--- src/rtl/crosswalk_pkg.sv ---
// rtl/crosswalk_pkg.sv - shared types and constants for the crosswalk sequencer
package crosswalk_pkg;

   localparam int TIMER_W = 7;
   localparam logic [TIMER_W-1:0] BLANK_TIMER = 7'd127;

   typedef enum logic [2:0] {
      ST_GREEN   = 3'd0,
      ST_YELLOW  = 3'd1,
      ST_RED_IN  = 3'd2,
      ST_WALK    = 3'd3,
      ST_CLEAR   = 3'd4,
      ST_RED_OUT = 3'd5
   } state_t;

endpackage

--- src/rtl/phase_timer.sv ---
// rtl/phase_timer.sv - tick-driven phase down-counter with load, saturation and expire strobe
module phase_timer
   import crosswalk_pkg::*;
#(
   parameter logic [TIMER_W-1:0] RESET_VALUE = '0
) (
   input  logic               clk,
   input  logic               reset,
   input  logic               load,
   input  logic [TIMER_W-1:0] load_value,
   input  logic               tick,
   input  logic               saturate,
   output logic [TIMER_W-1:0] count,
   output logic               expire
);

   logic [TIMER_W-1:0] count_q, count_d;

   always_comb begin
      count_d = count_q;
      if (load) begin
         count_d = load_value;
      end else if (tick && !(saturate && count_q == '0)) begin
         count_d = count_q - 1'b1;
      end
   end

   always_ff @(posedge clk) begin
      if (reset) begin
         count_q <= RESET_VALUE;
      end else begin
         count_q <= count_d;
      end
   end

   assign count  = count_q;
   assign expire = tick && (count_q == TIMER_W'(1));

endmodule

--- src/rtl/crosswalk_sequencer.sv ---
// rtl/crosswalk_sequencer.sv - mid-block crossing phase controller (vehicle lamps + ped phase)
// Optional AUDIBLE_CHIRP_EN adds a chirp output toggling per tick during WALK.
module crosswalk_sequencer
   import crosswalk_pkg::*;
#(
   parameter int GREEN_MIN   = 30,
   parameter int YELLOW_TIME = 4,
   parameter int ALL_RED     = 2,
   parameter int WALK_TIME   = 10,
   parameter int CLEAR_TIME  = 20
) (
   input  logic               clk,
   input  logic               reset,
   input  logic               tick,
   input  logic               ped_button,
   output logic               car_green,
   output logic               car_yellow,
   output logic               car_red,
   output logic               ped_enable,
   output logic [TIMER_W-1:0] master_timer,
`ifdef AUDIBLE_CHIRP_EN
   output logic               chirp,
`endif
   output logic               ped_wait
);

   localparam bit PARAMS_OK =
      (GREEN_MIN   >= 1) && (GREEN_MIN   <= 126) &&
      (YELLOW_TIME >= 1) && (YELLOW_TIME <= 126) &&
      (ALL_RED     >= 1) && (ALL_RED     <= 126) &&
      (WALK_TIME   >= 1) && (WALK_TIME   <= 126) &&
      (CLEAR_TIME  >= 1) && (CLEAR_TIME  <= 30);

   if (!PARAMS_OK) begin : g_param_check
      $error("crosswalk_sequencer: phase duration parameter out of range");
   end

   localparam logic [TIMER_W-1:0] GREEN_L  = TIMER_W'(GREEN_MIN);
   localparam logic [TIMER_W-1:0] YELLOW_L = TIMER_W'(YELLOW_TIME);
   localparam logic [TIMER_W-1:0] ALLRED_L = TIMER_W'(ALL_RED);
   localparam logic [TIMER_W-1:0] WALK_L   = TIMER_W'(WALK_TIME);
   localparam logic [TIMER_W-1:0] CLEAR_L  = TIMER_W'(CLEAR_TIME);

   state_t             state_q, state_d;
   logic               req_q, req_d;
   logic               load;
   logic [TIMER_W-1:0] load_value;
   logic [TIMER_W-1:0] count;
   logic               expire;

   phase_timer #(.RESET_VALUE(GREEN_L)) u_phase_timer (
      .clk        (clk),
      .reset      (reset),
      .load       (load),
      .load_value (load_value),
      .tick       (tick),
      .saturate   (state_q == ST_GREEN),
      .count      (count),
      .expire     (expire)
   );

   always_comb begin
      state_d    = state_q;
      load       = 1'b0;
      load_value = GREEN_L;
      req_d      = req_q;
      case (state_q)
         ST_GREEN: if (tick && count == '0 && req_q) begin
            state_d = ST_YELLOW;  load = 1'b1; load_value = YELLOW_L;
         end
         ST_YELLOW: if (expire) begin
            state_d = ST_RED_IN;  load = 1'b1; load_value = ALLRED_L;
         end
         ST_RED_IN: if (expire) begin
            state_d = ST_WALK;    load = 1'b1; load_value = WALK_L;
         end
         ST_WALK: if (expire) begin
            state_d = ST_CLEAR;   load = 1'b1; load_value = CLEAR_L;
         end
         ST_CLEAR: if (expire) begin
            state_d = ST_RED_OUT; load = 1'b1; load_value = ALLRED_L;
         end
         ST_RED_OUT: if (expire) begin
            state_d = ST_GREEN;   load = 1'b1; load_value = GREEN_L;
         end
         default: begin
            state_d = ST_GREEN;   load = 1'b1; load_value = GREEN_L;
         end
      endcase
      // Clearing on WALK entry wins over a press in that same cycle
      if (state_d == ST_WALK && state_q != ST_WALK) begin
         req_d = 1'b0;
      end else if (ped_button && state_q != ST_WALK) begin
         req_d = 1'b1;
      end
   end

   always_ff @(posedge clk) begin
      if (reset) begin
         state_q <= ST_GREEN;
         req_q   <= 1'b0;
      end else begin
         state_q <= state_d;
         req_q   <= req_d;
      end
   end

`ifdef AUDIBLE_CHIRP_EN
   logic chirp_q, chirp_d;

   always_comb begin
      chirp_d = 1'b0;
      if (state_d == ST_WALK && state_q == ST_WALK) begin
         chirp_d = tick ? ~chirp_q : chirp_q;
      end
   end

   always_ff @(posedge clk) begin
      if (reset) begin
         chirp_q <= 1'b0;
      end else begin
         chirp_q <= chirp_d;
      end
   end

   assign chirp = chirp_q;
`endif

   always_comb begin
      car_green    = (state_q == ST_GREEN);
      car_yellow   = (state_q == ST_YELLOW);
      car_red      = !(state_q == ST_GREEN || state_q == ST_YELLOW);
      ped_enable   = (state_q == ST_WALK);
      master_timer = (state_q == ST_CLEAR) ? count : BLANK_TIMER;
      ped_wait     = req_q;
   end

endmodule

--- config.mk ---
export PLATFORM = sky130hd
export DESIGN_NAME = crosswalk_sequencer
export DESIGN_NICKNAME = d
export VERILOG_FILES = /design/src/rtl/crosswalk_pkg.sv /design/src/rtl/phase_timer.sv /design/src/rtl/crosswalk_sequencer.sv
export SDC_FILE = /design/constraint.sdc
export NUM_CORES = 1
export LEC_CHECK = 0
export ABC_AREA = 1
export CAP_MARGIN = 10
export CORE_UTILIZATION = 46
export CTS_CLUSTER_DIAMETER = 120
export DETAILED_ROUTE_END_ITERATION = 12
export GPL_ROUTABILITY_DRIVEN = 0
export MAX_ROUTING_LAYER = met4
export PLACE_DENSITY_LB_ADDON = 0.2
export SKIP_CTS_REPAIR_TIMING = 1
export SYNTH_ARGS = -nofsm -noshare
export SYNTH_HDL_FRONTEND = slang
export SYNTH_SLANG_ARGS = --single-unit
--- constraint.sdc ---
create_clock -name clk -period 1.6 [get_ports clk]
set_clock_uncertainty 0.15 [all_clocks]
set_input_delay 0.32 -clock clk [delete_from_list [all_inputs] [get_ports clk]]
set_output_delay 0.32 -clock clk [all_outputs]
set_load 0.005 [all_outputs]
==> metrics.txt <==
max-cap violation count=0; CP Max Fanout=3; Final HPWL DP=1673 microns; insertion delay to the later sink of the worst-skew pair=0.30 ns; Setup CP Type=reg2reg; sequential area share after synthesis=25.18%; placed cells=189; Setup WS post-layout=-0.2301 ns; Reg2Reg Depth=14; leak pwr=0.7652 nW; upper clock frequency limit=546.4 MHz; Synth Warn #=0; cells after synthesis=130; crit-path max cell delay=0.38 ns; Final Hold Fails=0; first-pass GRT wire length=3401 microns; CTS Buf Count=3; Crit path required time=1.65 ns; vias in the first global route=807; Avg Cell Area, Syn=6.728 sq um; clock sinks=11; Startpoint Class=register; row count=15; Hold Path Class=reg2reg; critical path depth=14; Cell Area, Synth=874.6 sq um; core area=0.001745 sq mm; Distinct cells, synth=26; drt pass-1 iters=5; CP dominant cell by count=nand2_1; critical path's slowest cell=dfxtp_4; setup-violating endpoint count in the final report=18; Via Count=1166; largest net degree at the start of global routing=11; top cell family by delay on the critical path=buffers and inverters; Crit. End Element=register; share of cells above drive strength 1=50.27%; grt ovf=0; # DRC=0; count of buffer and inverter cells on the critical path=5; Final nets=191; actual slew at the worst max-slew pin=0.3013 ns; GRT Util Overall=23.75%; DR iter-0 viols=73; PwrDens=415.4 mW/mm^2; Die Ht=45.61 microns; RSZ-0062 raised after global routing=true; VDD IR max=366.7 uV; H-tree Lvls=1; violated checks=setup timing; Layout area overhead=79.40%; Vias/cell=5.606; Final ANT Viol Nets=0; Post-Syn Nets=137; I/O pins=16; crit-path cells=buf_12 -> nor2_4 -> buf_6 -> buf_6 -> buf_6 -> nand2_4 -> buf_6 -> nand2_4 -> a21oi_4 -> nand2_1 -> nand2_1 -> nand2_1 -> nand2_1 -> nand2_1; Post-Route WL=3654 microns; worst slack at placement=-0.2094 ns; initial antenna violation count=0; register bit total from synthesis=11; CTS tree=built; root buffer cell=clkbuf_4; Max-Slew Margin vs Limit=79.76%; final worst-path cycle share=114.4%; Slew Limit Fails=0; diode count=0; final std cells w/o fill=208; Routed WL per cell=17.57 microns; Worst Path Arrival=1.88 ns; full die area=0.002080 sq mm; Initial Utilization=50.11%; clock slew at reported path FFs=0.08 ns; crit path time final=1.830 ns; Hold Path Depth=2; status=finished, violations left; die width=45.61 microns; IO Port Bufs=15; CTS Buffer Depth=2
==> layer usage <==
metal	global-route usage, %	wire [microns]	part of all wire, %	vias to the layer above
met5	-	0	0	-
met4	5.455	197	5.4	0
met3	7.143	320	8.8	33
met2	36.00	1689	46	76
met1	30.77	1448	40	538
li1	-	-	-	519
==> worst min-delay path, delay by kind of cell, from the launching register on <==
kind / cells / cell delay [ns]
and+or+nand+nor: 2 / 0.15
DFF: 1 / 0.33
==> cell usage in the layout, fill, tap and decap left out, drive strengths merged <==
master	instances
nand4	4
a31oi	1
clkinv	2
o21bai	1
xnor2	1
ha	3
o21ai	6
nor2	16
inv	21
dfxtp	11
xor2	5
clkdlybuf4s50	3
a21oi	2
nand3	14
nand2	43
dlymetal6s2s	5
buf	34
a311oi	1
clkbuf	9
nor3	1
==> state kept, by name, summed over array words and instances (netlist names) <==
name / cells
u_phase_timer.count: 7
state_q: 3
ped_wait: 1
==> logic make-up after synthesis <==
group,synth area share [%]
compound gates,8.870
simple gates,45.35
flops,25.18
buf+inv,10.30
fa+ha+maj,4.292
xor+xnor,6.009
==> synth_stat cells, drive strengths merged <==
library cell / instances / share of area [%]
o21bai: 1 / 1.3
nor2: 16 / 9.4
nand3: 14 / 8.6
nand4: 4 / 2.9
inv: 21 / 9.3
ha: 3 / 4.3
a21oi: 2 / 2.4
a31oi: 1 / 0.72
xnor2: 1 / 1.0
o21ai: 6 / 3.4
nand2: 41 / 24
dfxtp: 11 / 25
nor3: 1 / 0.57
xor2: 5 / 5.0
a311oi: 1 / 1.0
clkinv: 2 / 1.0
==> worst paths after layout <==
| check | start | end | slack [ns] |
|---|---|---|---|
| hold reg to reg | u_phase_timer.count[1] | u_phase_timer.count[1] | 0.36 |
| setup / recovery | state_q[1] | u_phase_timer.count[4] | -0.23 |
| setup reg to reg | state_q[1] | u_phase_timer.count[4] | -0.23 |
| hold / removal | u_phase_timer.count[1] | u_phase_timer.count[1] | 0.36 |
==> stage by stage <==
step	instance area, sq um	utilization, %	hold WS (ns)	power [mW]	TNS (ns)
6_report	1569	89.89	0.3633	0.6518	-1.696
3_3_place_gp	1211	69.39	0.3386	0.4097	-2.655
4_1_cts	1237	70.90	0.3634	0.6054	-4.819
2_1_floorplan	874.6	-	0.2394	0.3737	0
5_1_grt	1569	89.89	0.3872	0.6719	-2.696
3_5_place_dp	1211	69.39	0.3452	0.4141	-3.115
==> cell type report <==
class	count	area, sq um
multi-input combinational	98	744.5
timing repair buffer	47	436.7
sequential	11	232.7
fill	74	176.4
inverter	23	97.59
tap	25	31.28
clock buffer	4	26.28
==> where the power goes <==
part	total (mW)	internal, mW	switching (mW)
Combinational	0.133	0.0533	0.0797
Clock	0.217	0.0976	0.119
Sequential	0.302	0.285	0.0164
Power figures use the tool's default switching activity.
==> patch 1 (same settings) <==
Add a define of `AUDIBLE_CHIRP_EN`.
--- a/src/rtl/crosswalk_sequencer.sv
+++ b/src/rtl/crosswalk_sequencer.sv
@@ -1,4 +1,6 @@
 // rtl/crosswalk_sequencer.sv - mid-block crossing phase controller (vehicle lamps + ped phase)
 // Optional AUDIBLE_CHIRP_EN adds a chirp output toggling per tick during WALK.
+`define AUDIBLE_CHIRP_EN
+
 module crosswalk_sequencer
    import crosswalk_pkg::*;
Behaviour (old outputs only; new: chirp): unchanged (Yosys induction, for registers that start in step).
==> patch 1 against the unedited design <==
The run still ends with setup timing left; area after synthesis rose by 15%; total power grew 9.7%; via count up 13%; sequential cell count increased by 1; combinational power grew 37%; die area up 14%; design area up 9.4%; routed wire length up 10%; worst setup slack improved by 37 ps; largest cell class unchanged.
==> patch 1: results (changes against the unedited design) <==
* Outcome: finished with violations
* Failing checks: setup timing
* Inst Count DP at 225 (+19%)
* Register area share after synthesis at 23.9% (-1.3 points)
* WL per Instance at 16.7 um (-4.8%)
* Fin Setup TNS at -1490 ps (+208 ps)
* Lkg Pwr at 0.884 nW (+15%)
* Maximum VDD drop at 0.509 mV (+39%)
* Port buffer count at 16 (+1)
* Commonest cells post-synth: nand2_1 (40), inv_1 (23), nand3_1 (15), nor2_1 (14), dfxtp_1 (12)
* Iteration-0 DRC Markers at 93 (+27%)
* Share of cells above drive strength 1 at 55.1% (+4.9 points)
* Synth area leaders: dfxtp_1 (24%), nand2_1 (15%), inv_1 (8.6%)
* Syn_area_per_cell at 6.49 um2 (-3.5%)
* Post-synthesis cell type count at 25 (-3.8%)
* DPL Wire Length at 2.03 mm (+21%)
* CP max-delay cell: dfxtp_2
* Net count after synthesis at 162 (+18%)
* Worst setup margin at -193 ps (+36.7 ps)
* Crit path largest cell delay at 350 ps (-30 ps)
* Fin nets at 223 (+17%)
* Area occupied by registers at 260 um2 (+12%)
* DR pass1 iterations at 4 (-1)
* Via count at 1318 (+13%)
* Placed cell area at 1410 um2 (+16%)
* Delay-heaviest family, CP: simple AND/OR/NAND/NOR gates
* # setup viols final at 16 (-2)
* Final WL at 4.03 mm (+10%)
* Worst-path fanout max at 6 (+3)
* Dpl ws at -334 ps (-124 ps)
* Vias in the first global route at 1079 (+34%)
[patch 1: cell count changes in the layout (fill, tap and decap cells not counted), moves of 3 or more]
cell      unedited run  this run
a21oi_1              1         5
ha_4                 0         3
nand2_1             23        29
nand2_4             10         5
nor2_2               1         6
clkbuf_2             5         8
nand2_2              6        15
nor2_4               7         4
nor2_1               8        11
o21ai_1              5         1
buf_4               21        34
[patch 1: worst min-delay path, delay by kind of cell, from the launching register on]
family,cells,cell delay [ps]
DFF,1,340
and+or+nand+nor,1,50
xor gates and xnor gates,1,120
[patch 1: cell families after synthesis]
kind of cell               share of synthesized area (%)
DFF                                                 23.9
AOI/OAI and AO/OA                                   7.09
xor gates and xnor gates                            4.35
adders and majority gates                           3.73
buffers and inverters                               10.9
and+or+nand+nor                                     50.0
[patch 1: where the power goes]
| part | internal [mW] | leakage (nW) | switching (mW) |
|---|---|---|---|
| clock | 0.0878 | 0.0138 | 0.122 |
| combinational | 0.0860 | 0.769 | 0.0962 |
| sequential | 0.307 | 0.101 | 0.0166 |
[patch 1: area by class of cell]
class | count | share of cell area (%)
timing repair buffer | 57 | 27.0
sequential | 12 | 15.2
inverter | 26 | 6.71
multi-input combinational | 116 | 47.8
clock buffer | 3 | 1.31
tap | 27 | 1.97
[patch 1: worst paths after layout]
check,from,end,slack [ps],cells past startpoint
hold / removal,chirp,chirp,390,2
setup reg to reg,u_phase_timer.count[1],u_phase_timer.count[4],-190,11
setup / recovery,u_phase_timer.count[1],u_phase_timer.count[4],-190,11
hold reg to reg,chirp,chirp,390,2
[patch 1: metal layers]
metal | vias up | part of all wire, % | GRT usage, %
met5 | - | 0 | -
met1 | 614 | 40 | 29.7
met3 | 18 | 7.7 | 3.77
met4 | 0 | 4.0 | 5.88
met2 | 81 | 48 | 41.2
li1 | 605 | - | -
==> patch 2 (same settings) <==
Without the edit above. Put a register stage on the output `car_red`, with the module's reset. The value now appears one clock later. The other outputs are not delayed to match.
--- a/src/rtl/crosswalk_sequencer.sv
+++ b/src/rtl/crosswalk_sequencer.sv
@@ -31,4 +31,6 @@
       (WALK_TIME   >= 1) && (WALK_TIME   <= 126) &&
       (CLEAR_TIME  >= 1) && (CLEAR_TIME  <= 30);
+
+   logic car_red_d;
 
    if (!PARAMS_OK) begin : g_param_check
@@ -130,5 +132,5 @@
       car_green    = (state_q == ST_GREEN);
       car_yellow   = (state_q == ST_YELLOW);
-      car_red      = !(state_q == ST_GREEN || state_q == ST_YELLOW);
+      car_red_d    = !(state_q == ST_GREEN || state_q == ST_YELLOW);
       ped_enable   = (state_q == ST_WALK);
       master_timer = (state_q == ST_CLEAR) ? count : BLANK_TIMER;
@@ -136,4 +138,12 @@
    end
 
+   always_ff @(posedge clk) begin
+      if (reset) begin
+         car_red <= '0;
+      end else begin
+         car_red <= car_red_d;
+      end
+   end
+
 endmodule
 
Function: no difference found for any inputs over 10 cycles, from zero or initial values and one cycle with reset high; that may be too few to reach the edited logic, so the function may still have changed.
==> patch 2 against the unedited design <==
The flow still finishes with violations (setup timing); sequential power increased by 9.3%; fmax grew 8.7%; total power up 0.16%; count of clock-buffer cells in the layout is 1 lower; combinational power increased by 3%; worst setup slack improved by 150 ps; area after synthesis is 1.1% higher; global-route usage down 1.6 points; clock power fell by 14%; routed wire length is 29% lower; critical path depth down 7; sequential cell count up 1; design area decreased by 8.4%.
==> patch 2: results (changes against the unedited design) <==
* Largest register FFs at 7 (unchanged)
* Outcome: finished with violations
* # diodes at 0 (unchanged)
* Skew-Pair Late Insertion Delay at 280 ps (-20 ps)
* Net count after synthesis at 138 (+0.73%)
* Synth area leaders: dfxtp_1 (27%), nand2_1 (15%), inv_1 (7.6%)
* Post-Synthesis Cells at 131 (+0.77%)
* Maximum VDD drop at 0.667 mV (+82%)
* Grt met3 use at 7.14% (unchanged)
* YS warnings at 0 (unchanged)
* Placed cell area at 1200 um2 (-0.83%)
* Worst hold path type: register to register
* Global-route wire length before repair at 3.21 mm (-5.7%)
* CTS Buffer Depth at 2 (unchanged)
* Clock transition at path regs at 60 ps (-20 ps)
* Worst setup margin at -84.3 ps (+146 ps)
* Hold Path Cell Cnt at 2 (unchanged)
* Total track usage at 22.1% (-1.6 points)
* Commonest cells post-synth: nand2_1 (35), inv_1 (18), dfxtp_1 (12), nand3_1 (12), nor2_1 (12)
* Port buffer count at 15 (unchanged)
* Fin Setup TNS at -271 ps (+1430 ps)
* Initial antenna violation count at 0 (unchanged)
* Total CTS buffers at 3 (unchanged)
* Vias in the first global route at 786 (-2.6%)
* Final Cell Area at 1440 um2 (-8.4%)
* Lkg Pwr at 0.727 nW (-5.0%)
* Worst-path fanout max at 4 (+1)
* Met1 GRT Util at 30.0% (-0.77 points)
* Clock root buffer: clkbuf_4
* Via count at 1035 (-11%)
* Failing checks: setup timing
* Tightest Pin Transition at 263 ps (-38.6 ps)
* Register area share after synthesis at 27.2% (+2.0 points)
* Post-synth ARST share at 0% (unchanged)
* # setup viols final at 6 (-12)
* Final WL at 2.60 mm (-29%)
* WL per Instance at 12.9 um (-27%)
* DR pass1 iterations at 4 (-1)
* Fill count at 109 (+47%)
* Iteration-0 DRC Markers at 44 (-40%)
* Grt met2 use at 31.5% (-4.5 points)
* FF-to-FF path depth at 11 (-3)
* Final antenna-violating net count at 0 (unchanged)
* H-tree levels at 1 (unchanged)
* Net Sw Frac at 29.1% (-4.0 points)
* Inst Count DP at 189 (unchanged)
* Share of cells above drive strength 1 at 46.3% (-3.9 points)
* Largest net degree at the start of global routing at 11 (unchanged)
* Post-synthesis cell type count at 25 (-3.8%)
* DPL Wire Length at 1.65 mm (-1.4%)
* Worst path arrival time at 1210 ps (-670 ps)
patch 2: per-stage QoR:
stage	worst slack [ps]	hold slack [ps]	power, mW
2_1_floorplan	105	239	0.399
3_3_place_gp	-205	335	0.437
3_5_place_dp	-256	351	0.440
4_1_cts	-448	367	0.625
5_1_grt	-139	410	0.693
6_report	-84.3	378	0.653
patch 2: layout make-up:
cell class              count  area share (%)
well taps                  25            2.18
repair buffers             42            24.2
multi-input cells          99            48.0
clock buffers               3            1.57
inverters                  21            6.18
flip-flops and latches     12            17.8
patch 2: cells by family after synthesis:
kind of cell	count (synthesis)	share of synthesized area (%)
AO/OA/AOI/OAI	11	7.92
XOR/XNOR	6	5.94
adder cells (fa/ha/maj)	3	4.24
buffers and inverters	21	9.19
flip-flops	12	27.2
AND/OR/NAND/NOR	78	45.5
patch 2: power by group through the flow:
stage	Sequential [mW]	Combinational, mW	Clock (mW)
after floorplan	0.329	0.0694	0
after global placement	0.331	0.106	0
after detailed placement	0.332	0.108	0
after CTS	0.325	0.109	0.192
after global routing	0.331	0.150	0.212
final	0.330	0.137	0.186
patch 2: path summary, 6_finish.rpt:
check	start	end	slack, ps
max	state_q[0]	master_timer[5]	-80
min	u_phase_timer.count[1]	u_phase_timer.count[1]	380
max reg2reg	u_phase_timer.count[0]	u_phase_timer.count[4]	20
min reg2reg	u_phase_timer.count[1]	u_phase_timer.count[1]	380
patch 2: critical path, stage by stage, from the launching register on:
cell and delay (ps):
dfxtp_4 350, nor2_4 120, nand2_2 80, inv_4 80
buf_6 100, buf_6 80, nand2_2 30, clkbuf_2 100
patch 2: per-layer routing:
metal,vias up,part of all wire [%]
met5,-,0
met4,0,2.7
met3,10,5.8
met2,39,46
met1,481,45
li1,505,-
